<file path="src/rtl/div_pkg.sv">
// Shared definitions for the sequential divider: FSM state encoding and
// the default operand width.
package div_pkg;

    typedef enum logic [1:0] {
        IDLE = 2'd0,
        CALC = 2'd1,
        DONE = 2'd2
    } div_state_t;

    localparam int DIV_W = 8;

endpackage

</file>
<file path="src/rtl/seq_div_step.sv">
// div_step: one restoring-division iteration. Shifts the next dividend bit
// into the partial remainder, trial-subtracts the divisor magnitude in
// N+1 bits and keeps or restores depending on the borrow (sign bit).
module div_step #(
    parameter int N = 8
) (
    input  logic [N-1:0] i_acc,
    input  logic         i_bit,
    input  logic [N-1:0] i_div,
    output logic [N-1:0] o_acc,
    output logic         o_q
);

    logic [N:0] w_shift;
    logic [N:0] w_diff;

    // Trial subtraction; a clear sign bit means the divisor fits.
    always_comb begin
        w_shift = {i_acc, i_bit};
        w_diff  = w_shift - {1'b0, i_div};
        if (!w_diff[N]) begin
            o_acc = w_diff[N-1:0];
            o_q   = 1'b1;
        end else begin
            o_acc = w_shift[N-1:0];
            o_q   = 1'b0;
        end
    end

endmodule

</file>
<file path="src/rtl/seq_div.sv">
// seq_div: multi-cycle restoring divider, one quotient bit per clock.
// Start/Busy/Done handshake; latency n+1 cycles from the accepting edge to
// the Done cycle regardless of operands.
// Optional build macro SEQ_DIV_SIGNED_EN selects two's-complement operands
// and results (truncating division); undefined gives unsigned division.
//
// Handshake: Start is sampled only while IDLE. The accepting edge latches
// A/B and raises Busy; Done pulses for exactly one cycle with Q/R/DivZero
// already valid, and Busy drops at the edge ending that cycle. Start seen
// while busy is dropped, never queued.
module seq_div
    import div_pkg::*;
#(
    parameter int n = DIV_W
) (
    input  logic         clk,
    input  logic         reset,
    input  logic         Start,
    input  logic [n-1:0] A,
    input  logic [n-1:0] B,
    output logic         Busy,
    output logic         Done,
    output logic [n-1:0] Q,
    output logic [n-1:0] R,
    output logic         DivZero,
    output logic [1:0]   o_dbg_state
);

    localparam int CW = $clog2(n);

    div_state_t     r_state;
    logic [n-1:0]   r_acc;
    logic [n-1:0]   r_dvd;
    logic [n-1:0]   r_div;
    logic [n-1:0]   r_a;
    logic [CW-1:0]  r_cnt;
    logic           r_bzero;
    logic           r_busy;
    logic           r_done;
    logic [n-1:0]   r_q;
    logic [n-1:0]   r_r;
    logic           r_divzero;
`ifdef SEQ_DIV_SIGNED_EN
    logic           r_neg_q;
    logic           r_neg_r;
`endif

    logic [n-1:0]   w_a_mag;
    logic [n-1:0]   w_b_mag;
    logic [n-1:0]   w_acc;
    logic           w_qbit;
    logic [n-1:0]   w_q_mag;
    logic [n-1:0]   w_q_fin;
    logic [n-1:0]   w_r_fin;

    // Single datapath step shared by every CALC cycle.
    div_step #(.N(n)) u_step (
        .i_acc (r_acc),
        .i_bit (r_dvd[n-1]),
        .i_div (r_div),
        .o_acc (w_acc),
        .o_q   (w_qbit)
    );

    assign w_q_mag = {r_dvd[n-2:0], w_qbit};

    // Operand magnitudes on entry and sign correction of the final step.
    // Most-negative dividend maps to itself, which is its true magnitude
    // read unsigned, so the overflow case needs no special handling.
    always_comb begin
`ifdef SEQ_DIV_SIGNED_EN
        w_a_mag = A[n-1] ? (~A + 1'b1) : A;
        w_b_mag = B[n-1] ? (~B + 1'b1) : B;
        w_q_fin = r_neg_q ? (~w_q_mag + 1'b1) : w_q_mag;
        w_r_fin = r_neg_r ? (~w_acc + 1'b1) : w_acc;
`else
        w_a_mag = A;
        w_b_mag = B;
        w_q_fin = w_q_mag;
        w_r_fin = w_acc;
`endif
        if (r_bzero) begin
            w_q_fin = '1;
            w_r_fin = r_a;
        end
    end

    // Control FSM with registered handshake and result outputs.
    always_ff @(posedge clk or posedge reset) begin
        if (reset) begin
            r_state   <= IDLE;
            r_acc     <= '0;
            r_dvd     <= '0;
            r_div     <= '0;
            r_a       <= '0;
            r_cnt     <= '0;
            r_bzero   <= 1'b0;
            r_busy    <= 1'b0;
            r_done    <= 1'b0;
            r_q       <= '0;
            r_r       <= '0;
            r_divzero <= 1'b0;
`ifdef SEQ_DIV_SIGNED_EN
            r_neg_q   <= 1'b0;
            r_neg_r   <= 1'b0;
`endif
        end else begin
            case (r_state)
                IDLE: begin
                    if (Start) begin
                        r_a     <= A;
                        r_dvd   <= w_a_mag;
                        r_div   <= w_b_mag;
                        r_acc   <= '0;
                        r_cnt   <= CW'(n - 1);
                        r_bzero <= (B == '0);
                        r_busy  <= 1'b1;
`ifdef SEQ_DIV_SIGNED_EN
                        r_neg_q <= A[n-1] ^ B[n-1];
                        r_neg_r <= A[n-1];
`endif
                        r_state <= CALC;
                    end
                end
                CALC: begin
                    r_acc <= w_acc;
                    r_dvd <= w_q_mag;
                    r_cnt <= r_cnt - CW'(1);
                    if (r_cnt == '0) begin
                        r_q       <= w_q_fin;
                        r_r       <= w_r_fin;
                        r_divzero <= r_bzero;
                        r_done    <= 1'b1;
                        r_state   <= DONE;
                    end
                end
                DONE: begin
                    r_done  <= 1'b0;
                    r_busy  <= 1'b0;
                    r_state <= IDLE;
                end
                default: begin
                    r_state <= IDLE;
                end
            endcase
        end
    end

    assign Busy        = r_busy;
    assign Done        = r_done;
    assign Q           = r_q;
    assign R           = r_r;
    assign DivZero     = r_divzero;
    assign o_dbg_state = r_state;

endmodule

</file>
<file path="config.mk">
export PLATFORM = sky130hd
export DESIGN_NAME = seq_div
export DESIGN_NICKNAME = d
export VERILOG_FILES = /design/src/rtl/div_pkg.sv /design/src/rtl/seq_div_step.sv /design/src/rtl/seq_div.sv
export SDC_FILE = /design/constraint.sdc
export NUM_CORES = 1
export LEC_CHECK = 0
export BUFFER_PORTS_ARGS = -buffer_cell sky130_fd_sc_hd__buf_2
export CAP_MARGIN = 20
export CORE_UTILIZATION = 35
export DETAILED_ROUTE_END_ITERATION = 16
export PLACE_DENSITY_LB_ADDON = 0.3
export SLEW_MARGIN = 20
export SYNTH_ARGS = -nofsm -noshare
export SYNTH_HDL_FRONTEND = slang
export SYNTH_HIERARCHICAL = 1
export SYNTH_SLANG_ARGS = --single-unit
</file>
<file path="constraint.sdc">
create_clock -name clk -period 3 [get_ports clk]
set_clock_uncertainty 0.1 [all_clocks]
set_input_delay 0.6 -clock clk [delete_from_list [all_inputs] [get_ports clk]]
set_output_delay 0.6 -clock clk [all_outputs]
set_load 0.005 [all_outputs]
</file>
==> results.md, run 1 <==
* WL final at 6.02 mm
* Max Fclk at 0.363 GHz
* Clock sinks at 57
* Crit path capture type: flip-flop
* Hold_buf cts at 0
* R2R setup slack at 0.24 ns
* Setup WS pre-CTS at 0.210 ns
* Via count at 2,061
* Register area share after synthesis at 49.0%
* Worst r2r dst: R[3]
* Synthesized area at 0.00291 mm^2
* EDFF count, synth at 0
* Cell Area, Placed at 0.00317 mm^2
* Die width at 93.2 um
* Crit path top cell by count: inv_1
* CP required at 3.11 ns
* P per Cell Area at 1300 mW/mm^2
* Routability congestion estimate at 0.749
* Clock Latency Late Sink at 0.34 ns
* Dominant synthesized flop cell: dfrtp_1
* Ys Warns at 6
* Layout cells sized above 1 at 28.6%
* Core Region at 0.00789 mm^2
* Pin count of the biggest net entering global routing at 37
* Clk root buf: clkbuf_8
* Syn_nets at 300
* CTS Buf Count at 9
* Run status: finished, final reports clean
* Remaining global-route overflow at 0
* Synth Area in XOR/XNOR at 2.15%
* H-tree levels at 3
* PostCTS Resize Cnt at 0
* Worst flop-to-flop path startpoint: r_dvd[7]
* Final nets at 343
* Period utilization at 91.9%
* Number of remaining DRC errors at 0
* Die area at 0.00869 mm^2
* Worst Setup SP: r_dvd[7]
* Area growth from synthesis to layout at 15.6%
* Antenna cells at 0
* Maximum VDD drop at 0.000459 V
* Critical-path top delay cell: fa_1
* Compound-Gate Fraction of Synth Area at 12.1%
* Cell Int Power at 0.00260 W
* Async SR Flop Fraction at 100%
* Max cap viols at 0
* Final ANT Viol Nets at 0
* Mean post-synth cell area at 10.8 um^2
* Drt first-iter violations at 93
* Initial antenna violation count at 0
* Post-synthesis register bit count at 57
* CP Class: reg2reg
* CP peak stage delay at 0.39 ns
* Initial Utilization at 36.9%
* Proportion of synthesized area in mux cells at 14.2%
* Setup slack after layout at 0.244 ns
* Global-route wire length before repair at 10.0 mm
* Final setup TNS at 0 ns
* Reg2Reg Depth at 12
* Post-route cell area at 0.00337 mm^2
* Worst hold path class: in2async
* Crit-path cells: inv_1 > ha_1 > inv_1 > fa_1 > a21o_1 > a21oi_2 > o31ai_4 > xor2_4 > buf_4 > mux2_2 > mux2i_1 > a21oi_1
* RSZ-0062 raised after global routing: no
* Crit path DAT at 2.87 ns
* Hpwl dp at 4.23 mm
* Vias in the first global route at 2,065
* Site Rows at 32
* Startpoint Class: flip-flop
* Avg WL per Cell at 14.3 um
* Largest family of logic cells by synthesized area: multiplexers
* PortBufs at 39
* Final Max Slew Viols at 0
* Simple-Gate Fraction of Synth Area at 11.9%
* Longest Clk Path Bufs at 2
* # IOs at 40
* Finish-stage setup viols at 0
* Synthesized-area fraction occupied by adder cells at 4.98%
* Sw Ratio at 40.7%
* Comb pwr share at 53.2%
* Detailed Routing Iterations Pass 1 at 5
* Sequential power share at 32.1%
* Distinct cell type count after synthesis at 40
* Pleak at 1.56 nW
* Final Hold Viols at 0
* Clk pin slew, worst setup/hold paths at 0.08 ns
* TritonCTS clock tree: yes
* Clock Power Share at 14.7%
* Total GRT Usage at 15.2%
* Pwr Total at 0.00438 W
* Post-detailed-route via-to-cell ratio at 4.91
* Tmin final at 2.76 ns
* Actual slew at the worst max-slew pin at 0.862 ns
* Max_slew headroom at 42.5%
* P_sw at 0.00178 W
* Crit Path Max Fanout at 6
* Syn Inst Count at 270
* Height of the die at 93.2 um
[what timing repair did]
item                                    4_1_cts  5_1_grt
endpoints found under the setup margin        0        2
hold endpoints to repair                      0        0
setup buffers                                 0        2
[cell type report]
cell class / instances / area, um^2
tap: 102 / 128
timing repair buffer: 45 / 253
inverter: 14 / 52.6
multi-input combinational: 186 / 1330
clock buffer: 9 / 124
sequential: 57 / 1430
fill: 778 / 4520
clock inverter: 7 / 55.1
[critical path: cells and delay by family, from the launching register on]
family | cells | cell delay [ns]
flip-flops | 1 | 0.38
multiplexers | 2 | 0.47
AO/OA/AOI/OAI | 4 | 0.63
XOR/XNOR | 1 | 0.19
buffers and inverters | 3 | 0.30
adder cells (fa/ha/maj) | 2 | 0.55
[through the flow]
stage,utilization (%),instances,hold slack (ns)
2_1_floorplan,-,270,0.339
3_3_place_gp,40.2,402,0.353
3_5_place_dp,40.2,402,0.357
4_1_cts,42.5,418,0.229
5_1_grt,42.7,420,0.259
6_report,42.7,420,0.225
[metal layers]
metal / global-route usage, % / vias to the layer above / wire, um
met5: 0 / - / 0
met4: 5.38 / 0 / 79
met3: 3.66 / 8 / 188
met2: 25.1 / 38 / 2940
met1: 19.4 / 1000 / 2810
li1: - / 1015 / -
[power groups by stage]
stage          Clock [W]  Sequential, W  Combinational (W)
2_1_floorplan          0        0.00136            0.00181
3_3_place_gp           0        0.00142            0.00224
3_5_place_dp           0        0.00143            0.00228
4_1_cts         0.000658        0.00141            0.00230
5_1_grt         0.000689        0.00146            0.00263
6_report        0.000644        0.00141            0.00233
[how the worst max path moves through the flow]
stage	cells after the start	endpoint
CTS	11	R[4]
global placement	11	R[5]
global route	12	R[1]
finish	12	R[3]
floorplan	11	R[1]
detailed placement	11	R[4]
[layout by cell type, fill, tap and decap left out, types with 2 or more instances in the layout]
master and n:
nor4_1 2, o21bai_1 2, mux2i_1 9, xnor2_1 2, o21ai_0 12, xor2_1 2, dfrtp_1 57, clkbuf_8 9
a21o_1 3, mux2_2 13, mux2_4 11, inv_1 13, clkinvlp_4 2, a21oi_1 23, buf_4 5, nand2b_1 5
clkinv_4 3, a22oi_1 8, nor2_1 28, nand3_1 2, buf_2 39, ha_1 10, nand2_1 36
[cells by family (layout without fill, tap and decap cells)]
group	Yosys count	in the layout
multiplexers	34	34
flip-flops	57	57
buffers and inverters	27	75
AO/OA/AOI/OAI	57	57
XOR/XNOR	5	5
AND/OR/NAND/NOR	79	79
adder cells (fa/ha/maj)	11	11
[flip-flops by register name, summed over array words and instances, names as in the netlist]
name,count
r_acc,8
Done,1
r_a,8
Busy,1
r_bzero,1
DivZero,1
r_dvd,8
R,8
r_div,8
Q,8
o_dbg_state,2
r_cnt,3
[synthesized netlist by cell type, drive strengths merged, types with 2 or more instances]
master	instances	share of area, %
a21o	3	0.77
a21oi	24	4.3
a22oi	8	2.1
buf	13	3.8
dfrtp	57	49
ha	10	4.3
inv	14	1.8
mux2	25	11
mux2i	9	3.1
nand2	36	4.6
nand2b	5	1.1
nand3	2	0.34
nor2	28	3.6
nor4	2	0.43
o21ai	13	2.2
o21bai	2	0.52
xnor2	2	0.60
xor2	3	1.5
Note: power is estimated with default switching activity, not from simulation.
==> run 2: changes to the inputs <==
clock period = 2.5 ns   (was 3 ns; I/O delays follow)
==> run 2 against run 1 <==
Cell count up 1.2%. The run now ends with setup timing left. Register-to-register slack worse by 0.36 ns. Routed wire length up 4.9%. Critical path type unchanged.
==> results.md, run 2 (synthesis results as in run 1) <==
* Detailed Routing Iterations Pass 1 at 4 (-1)
* Initial antenna violation count at 0 (unchanged)
* H-tree levels at 3 (unchanged)
* Multi-input gate area at 0.00141 mm^2 (+6.4%)
* Crit path capture type: flip-flop
* Final setup TNS at -0.719 ns (-0.719 ns)
* PortBufs at 39 (unchanged)
* Vias in the first global route at 2,050 (-0.73%)
* Run status: finished with violations
* RSZ-0062 raised after global routing: yes
* Commonest non-fill, non-tap cells in the layout: dfrtp_1 (57), buf_2 (39), nand2_1 (29)
* P per Cell Area at 1720 mW/mm^2 (+32%)
* Most common cell after layout, fill and taps aside: dfrtp_1
* Tmin final at 2.62 ns (-0.138 ns)
* Sequential power share at 27.6% (-4.5 points)
* Delay-heaviest family, CP: compound AO/OA/AOI/OAI gates
* Pleak at 1.65 nW (+6.1%)
* # fillers at 732 (-5.9%)
* CP required at 2.60 ns (-0.51 ns)
* Final ANT Viol Nets at 0 (unchanged)
* Pwr Total at 0.00614 W (+40%)
* Die width at 93.2 um (unchanged)
* Startpoint Class: flip-flop
* Post-detailed-route via-to-cell ratio at 4.97 (+1.3%)
* Cell Int Power at 0.00377 W (+45%)
* Pin count of the biggest net entering global routing at 46 (+24%)
* Area growth from synthesis to layout at 22.3%
* Clock sinks at 57 (unchanged)
* Crit-path cells: inv_2 > ha_4 > inv_2 > fa_2 > a21o_1 > a21oi_4 > o31ai_4 > xor2_4 > buf_12 > mux2_4 > mux2i_1 > a21oi_1
* Register area at 0.00143 mm^2 (unchanged)
* Crit path top cell by count: inv_2
* Number of remaining DRC errors at 0 (unchanged)
* Site Rows at 32 (unchanged)
* Final Hold Viols at 0 (unchanged)
* Final nets at 348 (+1.5%)
* Core Region at 0.00789 mm^2 (unchanged)
* Global-route wire length before repair at 10.3 mm (+2.6%)
* Clk root buf: clkbuf_8
* Max_slew headroom at 43.5% (+0.98 points)
* Antenna cells at 0 (unchanged)
* Initial Utilization at 36.9% (unchanged)
* Clock Power Share at 15.2% (+0.5 points)
* Failing checks: setup timing
* Crit Path Max Fanout at 5 (-1)
* Worst hold path class: in2async
* Max cap viols at 0 (unchanged)
* Avg WL per Cell at 14.9 um (+3.6%)
* Maximum VDD drop at 0.000490 V (+6.8%)
* Postcts setup bufs at 0 (unchanged)
* Clock Latency Late Sink at 0.34 ns (about the same)
* Clk pin slew, worst setup/hold paths at 0.07 ns (about the same)
* Die area at 0.00869 mm^2 (unchanged)
* TritonCTS clock tree: yes
* CP peak stage delay at 0.38 ns (about the same)
* Hold_buf cts at 0 (unchanged)
* Final Max Slew Viols at 0 (unchanged)
* Critical-path top delay cell: dfrtp_1
* Sw Ratio at 38.7% (-2.0 points)
* # IOs at 40 (unchanged)
* Routability congestion estimate at 0.752 (+0.37%)
* Finish-stage setup viols at 8 (+8)
* CP Class: reg2reg
* Layout cells sized above 1 at 34.7% (+6.1 points)
* Longest Clk Path Bufs at 2 (unchanged)
* P_sw at 0.00238 W (+33%)
* Setup slack after layout at -0.118 ns (-0.362 ns)
* Crit path DAT at 2.72 ns (-0.15 ns)
* Post-Route Utilization at 45.2% (+2.5 points)
* Hpwl dp at 4.23 mm (about the same)
* Comb pwr share at 57.1% (+3.9 points)
* Via count at 2,113 (+2.5%)
* Actual slew at the worst max-slew pin at 0.847 ns (-0.0147 ns)
* WL final at 6.31 mm (+4.9%)
* CTS Buf Count at 9 (unchanged)
* Period utilization at 105% (+13 points)
* Height of the die at 93.2 um (unchanged)
* Drt first-iter violations at 117 (+26%)
* Max Fclk at 0.382 GHz (+5.3%)
* Remaining global-route overflow at 0 (unchanged)
* WP buf/inv at 3 (unchanged)
* Total GRT Usage at 15.5% (+0.29 points)
[run 2: cell types whose count changed in the layout (fill, tap and decap cells not counted), moves of 3 or more]
| cell | delta |
|---|---|
| mux2_4 | +7 |
| nand2_1 | -7 |
| clkinv_4 | -3 |
| o21ai_0 | -7 |
| nand2_2 | +7 |
| o21ai_2 | +4 |
| mux2_2 | -6 |
| o21ai_1 | +3 |
[run 2: path summary, 6_finish.rpt]
check / slack, ns / from / cells past startpoint / to
setup / recovery: -0.12 / r_dvd[7] / 12 / R[1]
hold / removal: 0.003 / reset / 2 / DivZero
setup reg to reg: -0.12 / r_dvd[7] / 12 / R[1]
hold reg to reg: 0.38 / Done / 1 / Done
max in group asynchronous: 1.74 / reset / 3 / Busy
min in group clk: 0.31 / B[4] / 2 / r_div[4]
[run 2: repair_timing]
item                                   CTS  global route
cloned                                   0             1
resized for setup                        0            23
pin swaps                                0             5
endpoints found under the hold margin    0             0
setup endpoints to repair                8            15
[run 2: per-layer routing]
| layer | part of all wire (%) | wire [um] | track usage [%] | vias to the layer above |
|---|---|---|---|---|
| li1 | - | - | - | 1028 |
| met4 | 1.5 | 97 | 6.54 | 0 |
| met3 | 3.9 | 245 | 3.25 | 9 |
| met2 | 45 | 2850 | 23.0 | 48 |
| met1 | 49 | 3120 | 21.8 | 1028 |
| met5 | 0 | 0 | 0 | - |
[run 2: power by group through the flow]
stage          Sequential [W]  Clock, W  Combinational, W
4_1_cts               0.00169  0.000954           0.00320
5_1_grt               0.00176  0.000985           0.00387
6_report              0.00170  0.000936           0.00351
3_5_place_dp          0.00170         0           0.00318
2_1_floorplan         0.00164         0           0.00239
3_3_place_gp          0.00170         0           0.00312
[run 2: area by class of cell]
cell class | instances | area share [%]
Inverter | 14 | 1.48
Timing Repair Buffer | 50 | 9.34
Clock inverter | 6 | 2.32
Clock buffer | 10 | 3.58
Multi-Input combinational cell | 186 | 39.7
Tap cell | 102 | 3.58
Sequential cell | 57 | 40.0
[run 2: metrics by stage]
| stage | worst slack, ns | std cells | hold slack [ns] | area, um^2 |
|---|---|---|---|---|
| floorplan | -0.0168 | 270 | 0.339 | 2950 |
| global placement | 0.00478 | 408 | 0.353 | 3280 |
| detailed placement | -0.0688 | 408 | 0.356 | 3280 |
| CTS | -0.0780 | 424 | 0.00419 | 3490 |
| global route | -0.195 | 425 | 0.0139 | 3560 |
| finish | -0.118 | 425 | 0.00337 | 3560 |
==> run 3: changes to the inputs <==
PLACE_DENSITY_LB_ADDON = unset   (was 0.3)
==> run 3 against run 2 <==
The run still ends with setup timing left. Register-to-register slack gained 0.04 ns. Fmax grew 1.6%. Die area did not move. Worst setup slack improved by 0.040 ns. Critical endpoint is now R[2]. Largest power group unchanged.
==> results.md, run 3 (synthesis results as in run 1) <==
* Hpwl dp at 4.31 mm (+1.9%)
* Vias in the first global route at 2,051 (+0.049%)
* Drt first-iter violations at 80 (-32%)
* Avg WL per Cell at 14.2 um (-4.2%)
* Finish-stage setup viols at 9 (+1)
* Number of remaining DRC errors at 0 (unchanged)
* PortBufs at 39 (unchanged)
* Pin count of the biggest net entering global routing at 58 (+26%)
* CP Class: reg2reg
* H-tree levels at 3 (unchanged)
* Max cap viols at 0 (unchanged)
* Core Region at 0.00789 mm^2 (unchanged)
* Setup slack after layout at -0.0775 ns (+0.0405 ns)
* Critical-path top delay cell: dfrtp_1
* Initial Utilization at 36.9% (unchanged)
* Clk root buf: clkbuf_8
* Final Max Slew Viols at 0 (unchanged)
* Worst hold path class: in2async
* Total GRT Usage at 15.5% (about the same)
* Max_slew headroom at 67.7% (+24 points)
* CP required at 2.60 ns (about the same)
* Commonest non-fill, non-tap cells in the layout: dfrtp_1 (57), buf_2 (39), nand2_1 (31)
* Worst flop-to-flop path startpoint: r_dvd[7]
* Worst Setup SP: r_dvd[7]
* WL final at 6.12 mm (-3.1%)
* Max Fclk at 0.388 GHz (+1.6%)
* Crit-path cells: inv_2 > ha_4 > inv_2 > fa_2 > a21o_1 > a21oi_4 > o31ai_4 > xor2_4 > clkbuf_16 > mux2_4 > mux2i_1 > a21oi_1
* Fin Hold WS at 0.104 ns (+0.101 ns)
* Crit path depth at 12 (unchanged)
* Tmin final at 2.58 ns (-0.0405 ns)
* Via count at 2,091 (-1.0%)
* Period utilization at 103% (-1.6 points)
* Layout cells sized above 1 at 35.1% (+0.39 points)
* Final nets at 353 (+1.4%)
* Clk pin slew, worst setup/hold paths at 0.07 ns (about the same)
* Maximum VDD drop at 0.000581 V (+18%)
* Die area at 0.00869 mm^2 (unchanged)
* Global-route wire length before repair at 10.1 mm (-1.5%)
* Post-detailed-route via-to-cell ratio at 4.86 (-2.2%)
* Routability congestion estimate at 0.797 (+5.9%)
* RSZ-0062 raised after global routing: yes
* # IOs at 40 (unchanged)
* Area growth from synthesis to layout at 22.3% (unchanged)
* Crit path capture type: flip-flop
* Post-Route Utilization at 45.2% (unchanged)
* Failing checks: setup timing
* Register area at 0.00143 mm^2 (unchanged)
* P per Cell Area at 1680 mW/mm^2 (-2.5%)
* Height of the die at 93.2 um (unchanged)
* CTS Buf Count at 9 (unchanged)
* Run status: finished with violations
* Hold_buf cts at 0 (unchanged)
* Pleak at 1.66 nW (+0.55%)
* Site Rows at 32 (unchanged)
* Antenna cells at 0 (unchanged)
* Setup WS pre-CTS at -0.0517 ns (+0.0171 ns)
* Actual slew at the worst max-slew pin at 0.485 ns (-0.363 ns)
* Initial antenna violation count at 0 (unchanged)
* CP peak stage delay at 0.39 ns (about the same)
* Remaining global-route overflow at 0 (unchanged)
* Final ANT Viol Nets at 0 (unchanged)
* Final Hold Viols at 0 (unchanged)
* Crit Path Max Fanout at 5 (unchanged)
* Clock sinks at 57 (unchanged)
* Startpoint Class: flip-flop
* Clock Latency Late Sink at 0.34 ns (about the same)
* Most common cell after layout, fill and taps aside: dfrtp_1
* Pwr Total at 0.00599 W (-2.5%)
* TritonCTS clock tree: yes
* Multi-input gate area at 0.00140 mm^2 (-0.62%)
* WP buf/inv at 3 (unchanged)
* Delay-heaviest family, CP: compound AO/OA/AOI/OAI gates
* Crit path DAT at 2.68 ns (-0.04 ns)
* Die width at 93.2 um (unchanged)
* Reg2Reg Depth at 12 (unchanged)
* Detailed Routing Iterations Pass 1 at 4 (unchanged)
* # fillers at 744 (+1.6%)
* Crit path top cell by count: inv_2
* Longest Clk Path Bufs at 2 (unchanged)
[run 3: cell types whose count changed in the layout (fill, tap and decap cells not counted), moves of 2 or more]
| cell | before | now |
|---|---|---|
| buf_4 | 7 | 12 |
| bufinv_16 | 2 | 0 |
| clkbuf_8 | 9 | 11 |
| nand2_1 | 29 | 31 |
| nand2_2 | 7 | 5 |
[run 3: worst paths after layout]
check,slack (ns),endpoint
setup / recovery,-0.08,R[2]
hold / removal,0.10,DivZero
setup reg to reg,-0.08,R[2]
hold reg to reg,0.37,Done
max in group asynchronous,1.94,r_bzero
min in group clk,0.31,r_div[3]
[run 3: routing by layer]
metal	wire length (um)	vias to the layer above	track usage [%]	share of wire, %
li1	-	1038	-	-
met1	2980	1005	21.3	49
met2	2810	44	22.9	46
met3	273	4	4.39	4.5
met4	51	0	6.15	0.83
met5	0	-	0	0
[run 3: cell type report]
type	instances	area share, %
flip-flops and latches	57	40.0
inverters	14	1.48
multi-input cells	186	39.4
clock inverters	5	0.843
clock buffers	11	4.25
repair buffers	55	10.4
well taps	102	3.58
[run 3: power by group]
group	switching [W]	internal, W
sequential	0.000311	0.00138
clock	0.000376	0.000408
combinational	0.00164	0.00187
[run 3: what timing repair did]
item | CTS | global route
cloned | 0 | 1
pin swaps | 0 | 10
setup buffers | 0 | 1
resized for setup | 0 | 20
endpoints found under the setup margin | 9 | 16
[run 3: metrics by stage]
step                      instance area, um^2  std cells  TNS (ns)
final                                    3560        430    -0.488
after detailed placement                 3310        412    -0.290
after CTS                                3490        428    -0.481
after global routing                     3560        430     -2.16
after global placement                   3310        412  -0.00959
after floorplan                          2950        270    -0.118
[run 3: worst min-delay path: cells and delay by family]
family | cells | cell delay (ns)
buf+inv | 3 | 0.44
